[config.mk]
export PLATFORM = sky130hd
export DESIGN_NAME = acc_bus_sequencer
export DESIGN_NICKNAME = d
export VERILOG_FILES = /design/src/rtl/acc_bus_sequencer.sv
export SDC_FILE = /design/constraint.sdc
export NUM_CORES = 1
export LEC_CHECK = 0
export CAP_MARGIN = 20
export CORE_MARGIN = 3
export CORE_UTILIZATION = 35
export DETAILED_ROUTE_END_ITERATION = 6
export PLACE_DENSITY = 0.84
export SYNTH_ARGS = -nofsm -noshare
export SYNTH_HDL_FRONTEND = slang
export SYNTH_SLANG_ARGS = --single-unit
[constraint.sdc]
create_clock -name CLK -period 2.4 [get_ports CLK]
set_input_delay 0.72 -clock CLK [delete_from_list [all_inputs] [get_ports CLK]]
set_output_delay 0.72 -clock CLK [all_outputs]
set_load 0.02 [all_outputs]
[src/rtl/acc_bus_sequencer.sv]
// Fetch/decode/execute microsequencer for the 8-bit accumulator machine.
// Decodes the current T-state and opcode into bus strobes, so only one driver is active per cycle.
module acc_bus_sequencer #(
  parameter int unsigned     OPW    = 4,
  parameter logic [OPW-1:0]  HLT_OP = 4'hF
) (
  input  logic           CLK,
  input  logic           RESET,
  input  logic           run,
  input  logic           prog,
  input  logic [OPW-1:0] opcode,
  input  logic           zero_flag,
  output logic           pc_oe,
  output logic           pc_we,
  output logic           pc_inc,
  output logic           mar_we,
  output logic           mem_oe,
  output logic           mem_we,
  output logic           ir_we,
  output logic           ir_oe,
  output logic           acc_oe,
  output logic           acc_we,
  output logic           b_we,
  output logic           alu_oe,
  output logic           alu_sub,
  output logic           flags_we,
  output logic           out_we,
  output logic           halted,
  output logic           busy,
  output logic [2:0]     tstate
);

  typedef enum logic [2:0] {
    StIdle = 3'd0,
    StF0   = 3'd1,
    StF1   = 3'd2,
    StDec  = 3'd3,
    StE1   = 3'd4,
    StE2   = 3'd5,
    StE3   = 3'd6,
    StHalt = 3'd7
  } state_e;

  localparam logic [OPW-1:0] OpLda = OPW'(1);
  localparam logic [OPW-1:0] OpSta = OPW'(2);
  localparam logic [OPW-1:0] OpAdd = OPW'(3);
  localparam logic [OPW-1:0] OpSub = OPW'(4);
  localparam logic [OPW-1:0] OpJmp = OPW'(5);
  localparam logic [OPW-1:0] OpJz  = OPW'(6);
  localparam logic [OPW-1:0] OpOut = OPW'(7);

  state_e     state_q, state_d;
  state_e     boundary_next;
  logic [1:0] exec_steps;

  // Number of execute steps; the last one is the instruction boundary.
  always_comb begin
    exec_steps = 2'd1;
    if (opcode == OpLda || opcode == OpSta) begin
      exec_steps = 2'd2;
    end else if (opcode == OpAdd || opcode == OpSub) begin
      exec_steps = 2'd3;
    end
  end

  assign boundary_next = (run && !prog) ? StF0 : StIdle;

  always_comb begin
    state_d = state_q;
    unique case (state_q)
      StIdle:  state_d = boundary_next;
      StF0:    state_d = StF1;
      StF1:    state_d = StDec;
      StDec:   state_d = (opcode == HLT_OP) ? StHalt : StE1;
      StE1:    state_d = (exec_steps == 2'd1) ? boundary_next : StE2;
      StE2:    state_d = (exec_steps == 2'd2) ? boundary_next : StE3;
      StE3:    state_d = boundary_next;
      StHalt:  state_d = StHalt;
      default: state_d = StIdle;
    endcase
  end

  always_ff @(posedge CLK or posedge RESET) begin
    if (RESET) begin
      state_q <= StIdle;
    end else begin
      state_q <= state_d;
    end
  end

  always_comb begin
    pc_oe    = 1'b0;
    pc_we    = 1'b0;
    pc_inc   = 1'b0;
    mar_we   = 1'b0;
    mem_oe   = 1'b0;
    mem_we   = 1'b0;
    ir_we    = 1'b0;
    ir_oe    = 1'b0;
    acc_oe   = 1'b0;
    acc_we   = 1'b0;
    b_we     = 1'b0;
    alu_oe   = 1'b0;
    alu_sub  = 1'b0;
    flags_we = 1'b0;
    out_we   = 1'b0;
    unique case (state_q)
      StF0: begin
        pc_oe  = 1'b1;
        mar_we = 1'b1;
      end
      StF1: begin
        mem_oe = 1'b1;
        ir_we  = 1'b1;
        pc_inc = 1'b1;
      end
      StE1: begin
        case (opcode)
          OpLda, OpSta, OpAdd, OpSub: begin
            ir_oe  = 1'b1;
            mar_we = 1'b1;
          end
          OpJmp: begin
            ir_oe = 1'b1;
            pc_we = 1'b1;
          end
          OpJz: begin
            ir_oe = zero_flag;
            pc_we = zero_flag;
          end
          OpOut: begin
            acc_oe = 1'b1;
            out_we = 1'b1;
          end
          default: ;
        endcase
      end
      StE2: begin
        case (opcode)
          OpLda: begin
            mem_oe = 1'b1;
            acc_we = 1'b1;
          end
          OpSta: begin
            acc_oe = 1'b1;
            mem_we = 1'b1;
          end
          OpAdd, OpSub: begin
            mem_oe = 1'b1;
            b_we   = 1'b1;
          end
          default: ;
        endcase
      end
      StE3: begin
        if (opcode == OpAdd || opcode == OpSub) begin
          alu_oe   = 1'b1;
          acc_we   = 1'b1;
          flags_we = 1'b1;
          alu_sub  = (opcode == OpSub);
        end
      end
      default: ;
    endcase
  end

  assign halted = (state_q == StHalt);
  assign busy   = (state_q != StIdle) && (state_q != StHalt);
  assign tstate = state_q;

endmodule

==> reports/metrics.cfg, run 1 <==
[outcome]
status=finished with violations
violations=negative setup slack

[floorplanning]
num_rows=12
start_util_pct=39.9
die_y_um=42.5
boundaryPins=29
core_area_um2=1170
die_w_um=42.5
die-area_um2=1810

[flow_run]
cap_violations=0

[yosys]
ys_types=28
synth_area_leaders=dfrtp_1 16%, nand2b_1 9.4%, o21ai_0 6.4%
seq_area_frac_synth_pct=16.1
syn-instance-count=67
yosysTopAreaCellShare_pct=16.1
synth_top_area_cell=dfrtp_1
synth_seq_cells=3
avgSynthCellArea_um2=6.97
synth_area_um2=467
syn_nets=76
ys_warn_count=0

[pwr]
vdd_drop_max_v=0.000687
leakage_nw=0.462
power.density_nw_per_um2=843

[drt]
wl_um=2020
drc=0
met3_length_um=85
drt_iter0_drc=14
drt-pass1-iter-count=4
route.met2.wl_um=1030
viasPerCell=5.56
routed.top_layer=met4
vias=717
wl_per_cell_um=15.7
drtAntennaViolNets=0
m1WireLength_um=849

[clock_tree]
cts.sinks=3
htreeDepth=1
cts-root-buf=clkbuf_4
path_clk_slew_ns=0.04
cts_buffers=3
cts_tree=yes
clock_latency_ns=0.24
clock_path_buffers=2

[worst_setup_path]
critical_path.max_stage_delay_ns=0.24
crit_buf_inv=4
worst_path_most_repeated_cell=buf_6
crit_chain=buf_8 -> buf_6 -> nor3b_4 -> buf_6 -> a21oi_2 -> o31ai_2 -> buf_4
required_ns=1.68
critical_path.startpoint_type=primary input
worst-path-max-fanout=4
cp_top_family=buffers and inverters
critPathCaptureType=output pin
slowest_stage=nor3b_4
path_class=primary input to output pin
crit_arrival_ns=1.74

[timing]
worst_pin_slew_ns=0.258
fmax_mhz=407
hold_slack_ns=0.657
finalCriticalPeriod_ns=2.46
skew_ns=0.00271
finalMaxSlewViolations=0
fin_ws_ns=-0.0555
max-slew-margin-rel_pct=82.7
hold_viol_final=0
tns_ns=-0.106
period_share_pct=102
rsz0062_at_grt=yes
setup_viol=2

[global_routing]
first_global_vias=717
grt_overflow=0
track_usage_pct=22.8
grt_pass1_wl_um=3120
grt_max_degree=10
antenna_found_initial=0

[layout]
largest_reg_flops=3
drive_above_1_share_pct=48.7
final_net_count=125
n_antenna_cell=0
syn_to_final_growth_pct=107

[worst_hold_path]
hold_class=primary input to async pin

[placed_design]
post-dp-hpwl_um=1410
place_ws_ns=-0.881
place.gp.congestion=0.833
port_buffers=28

## layout by cell type (no fill, tap or decap), types with 2 or more instances in the layout
master / netlist / final
a21oi_1: 5 / 4
a31oi_1: 2 / 2
buf_2: 5 / 6
buf_4: 2 / 26
buf_6: 0 / 7
clkbuf_4: 0 / 3
clkdlybuf4s15_1: 0 / 2
clkdlybuf4s50_1: 0 / 7
dfrtp_1: 3 / 3
dlygate4sd2_1: 0 / 2
inv_1: 4 / 4
nand2_1: 3 / 3
nand2b_1: 7 / 6
nor2_1: 4 / 3
nor2b_1: 2 / 2
nor3_1: 2 / 2
nor4_1: 4 / 2
nor4_2: 0 / 2
nor4b_2: 1 / 3
o21ai_0: 6 / 4
o21ai_1: 0 / 2
## metrics by stage
| stage | instances | total power [mW] | util (%) | area (um2) |
|---|---|---|---|---|
| after floorplan | 67 | 0.431 | - | 497 |
| after global placement | 121 | 0.704 | 76.9 | 901 |
| after detailed placement | 121 | 0.721 | 76.9 | 901 |
| after CTS | 128 | 0.800 | 79.8 | 935 |
| after global routing | 129 | 0.865 | 82.5 | 966 |
| final | 129 | 0.814 | 82.5 | 966 |
## metal layers
metal,track usage [%],vias up
met5,0,-
met4,14.3,0
met3,2.58,9
met2,41.0,30
met1,24.6,341
li1,-,337
## worst reg2reg max path, stage by stage (launching register included)
cell	delay, ns
dfrtp_1	0.42
buf_4	0.16
nor2b_1	0.14
nand2b_1	0.17
inv_1	0.10
a31oi_1	0.19
o211ai_2	0.10
## where the power goes
group / leakage, nW / internal (mW) / switching (mW)
registers: 0.0376 / 0.0738 / 0.0331
logic: 0.409 / 0.279 / 0.337
clock network: 0.0150 / 0.0625 / 0.0289
## kinds of logic after synthesis
group | synth area share, %
compound gates | 23.3
simple gates | 46.1
buf+inv | 12.6
xor+xnor | 1.88
flops | 16.1
## layout make-up
class | instances | area, um2
multi-input cells | 52 | 393
well taps | 14 | 17.5
flip-flops and latches | 3 | 75.1
inverters | 4 | 15.0
fillers | 73 | 205
repair buffers | 52 | 439
clock buffers | 4 | 26.3
## what timing repair did
item	in CTS	in global routing
cloned	0	0
pin swaps	5	4
setup buffers	3	1
hold buffers	0	0
resized for setup	94	10
endpoints found under the setup margin	16	11
## cells in the mapped netlist
master,n
a31oi_1,2
clkbuf_1,1
and3b_1,1
buf_2,5
o31ai_1,1
nor4_1,4
o21ai_0,6
o211ai_2,1
dfrtp_1,3
or3_1,2
nor4b_1,2
nand3_1,2
a21oi_1,5
nor3b_1,1
nand2_1,3
nor3_1,2
nor2b_1,2
nand3b_1,1
nor4b_2,1
and3_1,1
buf_4,2
nor2_1,4
inv_1,4
o41a_1,1
xnor2_1,1
nor3b_2,1
a41o_1,1
nand2b_1,7
## final timing paths
check	start	to	slack [ns]	depth (start not counted)
max	opcode[1]	mem_oe	-0.06	7
max in group asynchronous	RESET	tstate[1]$_DFF_PP0_	1.61	2
max reg2reg	tstate[1]$_DFF_PP0_	tstate[0]$_DFF_PP0_	1.00	6
min reg2reg	tstate[1]$_DFF_PP0_	tstate[0]$_DFF_PP0_	0.76	3
min in group CLK	tstate[1]$_DFF_PP0_	tstate[0]$_DFF_PP0_	0.76	3
min	RESET	tstate[2]$_DFF_PP0_	0.66	2
Note: power is estimated with default switching activity, not from simulation.
==> run 2: changes to the inputs <==
Settings changed: CORE_UTILIZATION 35 to 32, PLACE_DENSITY 0.84 to 0.81.
Clock period 2.4 ns to 2.1 ns, I/O delays scaled along.
==> run 2 against run 1 <==
Critical path depth is 1 lower. Clock skew is 0.022 ns higher. Non-clock buffer count is 3 higher. Flip-flop and latch count stayed put. Critical path type unchanged. Count of clock-buffer cells in the layout stayed put. The flow still finishes with violations (negative setup slack). Hold slack worse by 0.10 ns. Critical endpoint is now alu_sub. Register-to-register slack worse by 0.32 ns. Via count is 5.7% higher. Global-route usage is 2.4 points lower.
==> reports/metrics.cfg, run 2 (synthesized netlist as in run 1, its figures left out) <==
[outcome]
status=finished with violations
violations=negative setup slack

[pwr]
power.density_nw_per_um2=937  ; +11%
swShare_pct=51.2  ; +2.1 points
vdd_drop_max_v=0.000775  ; +13%
leakage_nw=0.534  ; +16%
p_int_mw=0.498  ; +20%
p_clk_share_pct=11.4  ; +0.2 points
totalPowerFinal_mw=1.02  ; +25%
p_seq_share_pct=12.2  ; -0.9 points
power.switching_mw=0.522  ; +31%
combPwrFrac_pct=76.4  ; +0.7 points

[floorplanning]
die_y_um=44.2  ; +3.9%
start_util_pct=35.0  ; -4.9 points
boundaryPins=29  ; unchanged
die-area_um2=1950  ; +8.0%
num_rows=13  ; +1
die_w_um=44.2  ; +3.9%
core_area_um2=1330  ; +14%

[timing]
worst_pin_slew_ns=0.307  ; +0.0491 ns
fin_ws_ns=-0.169  ; -0.113 ns
finalMaxSlewViolations=0  ; unchanged
setup_viol=10  ; +8
period_share_pct=108
finalCriticalPeriod_ns=2.27
skew_ns=0.0252  ; +0.0224 ns
rsz0062_at_grt=yes
tns_ns=-1.00  ; -0.894 ns
hold_viol_final=0  ; unchanged
fmax_mhz=441
max-slew-margin-rel_pct=79.4  ; -3.3 points

[worst_setup_path]
crit_arrival_ns=1.64  ; -0.10 ns
critical_path.startpoint_type=primary input
path_class=primary input to output pin
r2r_end=tstate[0]$_DFF_PP0_
worst-path-max-fanout=3  ; -1
rrSetupSlack_ns=0.68  ; -0.32 ns
required_ns=1.47  ; -0.21 ns
critPathCaptureType=output pin
rr_worst_depth=6  ; unchanged
r2r-start=tstate[1]$_DFF_PP0_

[drt]
drt_iter0_drc=24  ; +10
drc=0  ; unchanged
viasPerCell=5.70  ; +2.5%
vias=758  ; +5.7%
wl_um=2230  ; +10%
drtAntennaViolNets=0  ; unchanged
drt-pass1-iter-count=4  ; unchanged
wl_per_cell_um=16.8  ; +6.8%

[layout]
drive_above_1_share_pct=65.3  ; +17 points
fin_cells=133  ; +3.1%
n_fill_cell=75  ; +2.7%
mostFrequentLayoutCell=buf_4
utilization_pct=81.5  ; -0.96 points
multi_input_comb_area_um2=484  ; +23%
n_antenna_cell=0  ; unchanged
largest_reg_flops=3  ; unchanged
syn_to_final_growth_pct=133
regArea_um2=76.3  ; +1.7%
final_net_count=128  ; +2.4%
final_cell_mix=32 x buf_4, 8 x buf_6, 4 x nand2b_1, 4 x clkdlybuf4s50_1, 4 x buf_2

[clock_tree]
cts_tree=yes
path_clk_slew_ns=0.06  ; +0.02 ns
clock_path_buffers=2  ; unchanged
cts.sinks=3  ; unchanged
cts-hold-fix-buffers=0  ; unchanged
clock_latency_ns=0.26  ; +0.02 ns
cts-root-buf=clkbuf_4
htreeDepth=1  ; unchanged
cts_buffers=3  ; unchanged

[global_routing]
track_usage_pct=20.4  ; -2.4 points
first_global_vias=686  ; -4.3%
grt_pass1_wl_um=2950  ; -5.3%
grt_max_degree=11  ; +1
antenna_found_initial=0  ; unchanged
grt_overflow=0  ; unchanged

[placed_design]
post-dp-hpwl_um=1230  ; -13%
port_buffers=28  ; unchanged
place.gp.congestion=0.766  ; -7.9%
placed_cells=123  ; +1.7%
place_ws_ns=-1.00  ; -0.123 ns

[worst_hold_path]
hold_class=primary input to async pin

[flow_run]
cap_violations=0  ; unchanged

[run 2: cell count changes in the layout (fill, tap and decap cells not counted), sizes merged]
cell / change
dlymetal6s2s: +2
dlygate4sd2: -1
buf: +5
clkdlybuf4s15: -2
clkbuf: +2
clkdlybuf4s50: -3
[run 2: area by class of cell]
| cell class | count | share of cell area [%] |
|---|---|---|
| clock buffers | 4 | 2.42 |
| well taps | 15 | 1.73 |
| inverters | 4 | 1.38 |
| multi-input cells | 52 | 44.5 |
| flip-flops and latches | 3 | 7.02 |
| repair buffers | 55 | 42.9 |
[run 2: how the worst max path moves through the flow]
stage	from	end	slack, ns	depth (start not counted)
finish	opcode[1]	alu_sub	-0.17	6
global route	opcode[1]	alu_sub	-0.21	6
CTS	opcode[1]	mem_oe	-0.16	7
detailed placement	opcode[0]	mar_we	-1.00	6
global placement	opcode[0]	mar_we	-0.99	6
floorplan	opcode[0]	flags_we	-0.16	5
[run 2: power groups by stage]
| stage | sequential, mW | clock [mW] | combinational [mW] |
|---|---|---|---|
| after floorplan | 0.143 | 0 | 0.364 |
| after global placement | 0.111 | 0 | 0.721 |
| after detailed placement | 0.111 | 0 | 0.737 |
| after CTS | 0.113 | 0.109 | 0.714 |
| after global routing | 0.132 | 0.115 | 0.825 |
| final | 0.124 | 0.116 | 0.779 |
[run 2: timing repair]
item / 4_1_cts / 5_1_grt
setup buffers: 4 / 3
resized for setup: 108 / 29
pin swaps: 9 / 9
endpoints found under the setup margin: 17 / 17
[run 2: through the flow]
step | hold slack, ns | instance area [um2]
2_1_floorplan | 0.384 | 513
3_3_place_gp | 0.677 | 926
3_5_place_dp | 0.678 | 926
4_1_cts | 0.582 | 988
5_1_grt | 0.573 | 1090
6_report | 0.557 | 1090
[run 2: layer usage]
metal | wire length, um | GRT usage (%) | vias up
li1 | - | - | 345
met1 | 865 | 22.1 | 354
met2 | 1120 | 38.1 | 51
met3 | 188 | 3.25 | 8
met4 | 58 | 9.04 | 0
met5 | 0 | 0 | -
[run 2: critical path: stages]
cell,delay (ns)
buf_6,0.10
buf_6,0.11
nor3b_4,0.20
buf_4,0.16
nor4b_2,0.22
buf_2,0.21
==> run 3: changes to the inputs <==
Settings changed: GPL_ROUTABILITY_DRIVEN set to 0, GPL_TIMING_DRIVEN set to 0.
==> run 3 against run 2 <==
The flow still finishes with violations (negative setup slack). Clock skew fell by 0.025 ns. Sequential share of layout area barely moved. Wire length fell by 1.9%. Clock power fell by 9%. Final area rose by 1.8%. Global-route usage rose by 1.9 points. Core utilization rose by 1.5 points. Count of clock-buffer cells in the layout did not move. Total power rose by 6.7%. Setup slack got worse by 0.044 ns. Combinational power rose by 8.5%. Sequential power rose by 10%. Critical endpoint is now flags_we. Largest power group unchanged. Highest routed layer unchanged.
==> reports/metrics.cfg, run 3 (synthesized netlist as in run 1, its figures left out) <==
[timing]
rsz0062_at_grt=yes
setup_viol=12  ; +2
worst_pin_slew_ns=0.306  ; -0.000520 ns
fin_ws_ns=-0.213  ; -0.0440 ns
hold_viol_final=0  ; unchanged
max-slew-margin-rel_pct=79.5  ; +0.086 points
finalMaxSlewViolations=0  ; unchanged
period_share_pct=110  ; +2.1 points
finalCriticalPeriod_ns=2.31  ; +0.0440 ns
fmax_mhz=432  ; -1.9%
skew_ns=0.000286  ; -0.0249 ns

[floorplanning]
die_w_um=44.2  ; unchanged
boundaryPins=29  ; unchanged
start_util_pct=35.0  ; unchanged
core_area_um2=1330  ; unchanged
die-area_um2=1950  ; unchanged
die_y_um=44.2  ; unchanged
num_rows=13  ; unchanged

[pwr]
leakage_nw=0.505  ; -5.4%
power.density_nw_per_um2=982  ; +4.8%
p_seq_share_pct=12.6  ; +0.4 points
vdd_drop_max_v=0.000872  ; +13%
combPwrFrac_pct=77.7  ; +1.3 points
power.switching_mw=0.529  ; +1.3%
p_clk_share_pct=9.6  ; -1.8 points
swShare_pct=48.6  ; -2.6 points
p_int_mw=0.559  ; +12%

[drt]
drtAntennaViolNets=0  ; unchanged
drt-pass1-iter-count=4  ; unchanged
met3_length_um=159  ; -15%
routed.top_layer=met4
drc=0  ; unchanged
vias=744  ; -1.8%
wl_per_cell_um=16.1  ; -4.1%
m1WireLength_um=896  ; +3.6%
route.met2.wl_um=1090  ; -2.4%
wl_um=2190  ; -1.9%
drt_iter0_drc=22  ; -8.3%
viasPerCell=5.47  ; -4.0%

[flow_run]
cap_violations=0  ; unchanged

[worst_setup_path]
worst-path-max-fanout=6  ; +3
critical_path.max_stage_delay_ns=0.28  ; +0.06 ns
critPathCaptureType=output pin
required_ns=1.47  ; about the same
slowest_stage=nor4_4
crit_buf_inv=4  ; unchanged
cp_top_family=simple AND/OR/NAND/NOR gates
crit_arrival_ns=1.68  ; +0.04 ns
critical_path.startpoint_type=primary input
path_class=primary input to output pin
worst_path_most_repeated_cell=buf_6
crit_chain=buf_8 -> buf_6 -> nor3b_4 -> nor2_2 -> nor4_4 -> buf_4 -> buf_6

[clock_tree]
cts.sinks=3  ; unchanged
clock_latency_ns=0.24  ; -0.02 ns
cts-root-buf=clkbuf_4
cts_buffers=3  ; unchanged
path_clk_slew_ns=0.04  ; -0.02 ns
htreeDepth=1  ; unchanged
cts_tree=yes
clock_path_buffers=2  ; unchanged

[worst_hold_path]
hold_class=primary input to async pin

[layout]
multi_input_comb_area_um2=462  ; -4.7%
mostFrequentLayoutCell=buf_4
n_fill_cell=77  ; +2.7%
regArea_um2=77.6  ; +1.6%
n_antenna_cell=0  ; unchanged
syn_to_final_growth_pct=137
utilization_pct=83.0  ; +1.5 points
drive_above_1_share_pct=63.6  ; -1.6 points
final_net_count=131  ; +2.3%
fin_cells=136  ; +2.3%
final_cell_mix=32 x buf_4, 8 x buf_6, 7 x clkdlybuf4s50_1
largest_reg_flops=3  ; unchanged

[global_routing]
track_usage_pct=22.3  ; +1.9 points
grt_overflow=0  ; unchanged
grt_max_degree=11  ; unchanged
antenna_found_initial=0  ; unchanged
first_global_vias=688  ; +0.29%
grt_pass1_wl_um=3170  ; +7.5%

[placed_design]
port_buffers=28  ; unchanged
post-dp-hpwl_um=1160  ; -5.7%
placed_cells=110  ; -11%

[outcome]
status=finished with violations
violations=negative setup slack

==> run 3: per-stage QoR <==
step	hold slack [ns]	setup WS, ns	instance area (um2)	TNS, ns	total power, mW
2_1_floorplan	0.384	-0.158	513	-0.453	0.506
3_3_place_gp	0.731	-1.12	812	-12.33	0.753
3_5_place_dp	0.732	-1.18	812	-12.64	0.765
4_1_cts	0.569	-0.215	1090	-1.39	1.02
5_1_grt	0.574	-0.290	1110	-2.30	1.14
6_report	0.571	-0.213	1110	-1.55	1.09
==> run 3: worst reg2reg max path, delay by kind of cell, from the launching register on <==
family	cells	cell delay (ns)
AOI/OAI and AO/OA	2	0.52
DFF	1	0.48
buffers and inverters	2	0.29
and+or+nand+nor	1	0.07
==> run 3: routing by layer <==
layer / track usage (%) / vias to the layer above
met5: 0 / -
met3: 1.63 / 4
met4: 12.7 / 0
met1: 27.2 / 352
li1: - / 349
met2: 38.1 / 39
==> run 3: final timing paths <==
check                      slack, ns                  end  cells after the start                start
max                            -0.21             flags_we                      7            opcode[1]
min                             0.57  tstate[1]$_DFF_PP0_                      2                RESET
max reg2reg                     0.66  tstate[0]$_DFF_PP0_                      5  tstate[2]$_DFF_PP0_
min reg2reg                     0.75  tstate[2]$_DFF_PP0_                      2  tstate[2]$_DFF_PP0_
max in group asynchronous       1.38  tstate[2]$_DFF_PP0_                      2                RESET
min in group CLK                0.75  tstate[2]$_DFF_PP0_                      2  tstate[2]$_DFF_PP0_
==> run 3: power by group through the flow <==
stage                     combinational [mW]  sequential, mW  clock (mW)
after floorplan                        0.364           0.143           0
after global placement                 0.635           0.118           0
after detailed placement               0.644           0.121           0
after CTS                              0.786           0.132       0.106
after global routing                   0.884           0.141       0.114
final                                  0.845           0.137       0.105
==> run 3: what timing repair did <==
item / CTS / global route
endpoints found under the setup margin: 17 / 15
gates resized for setup: 130 / 8
hold buffers: 0 / 0
buffers inserted: 21 / 1
pin swaps: 13 / 2
==> run 3: cell type report <==
type / instances / area share [%]
sequential: 3 / 7.01
timing repair buffer: 50 / 37.9
multi-input combinational: 52 / 41.7
tap: 15 / 1.69
inverter: 4 / 1.36
clock buffer: 4 / 2.37
buffer: 8 / 8.02
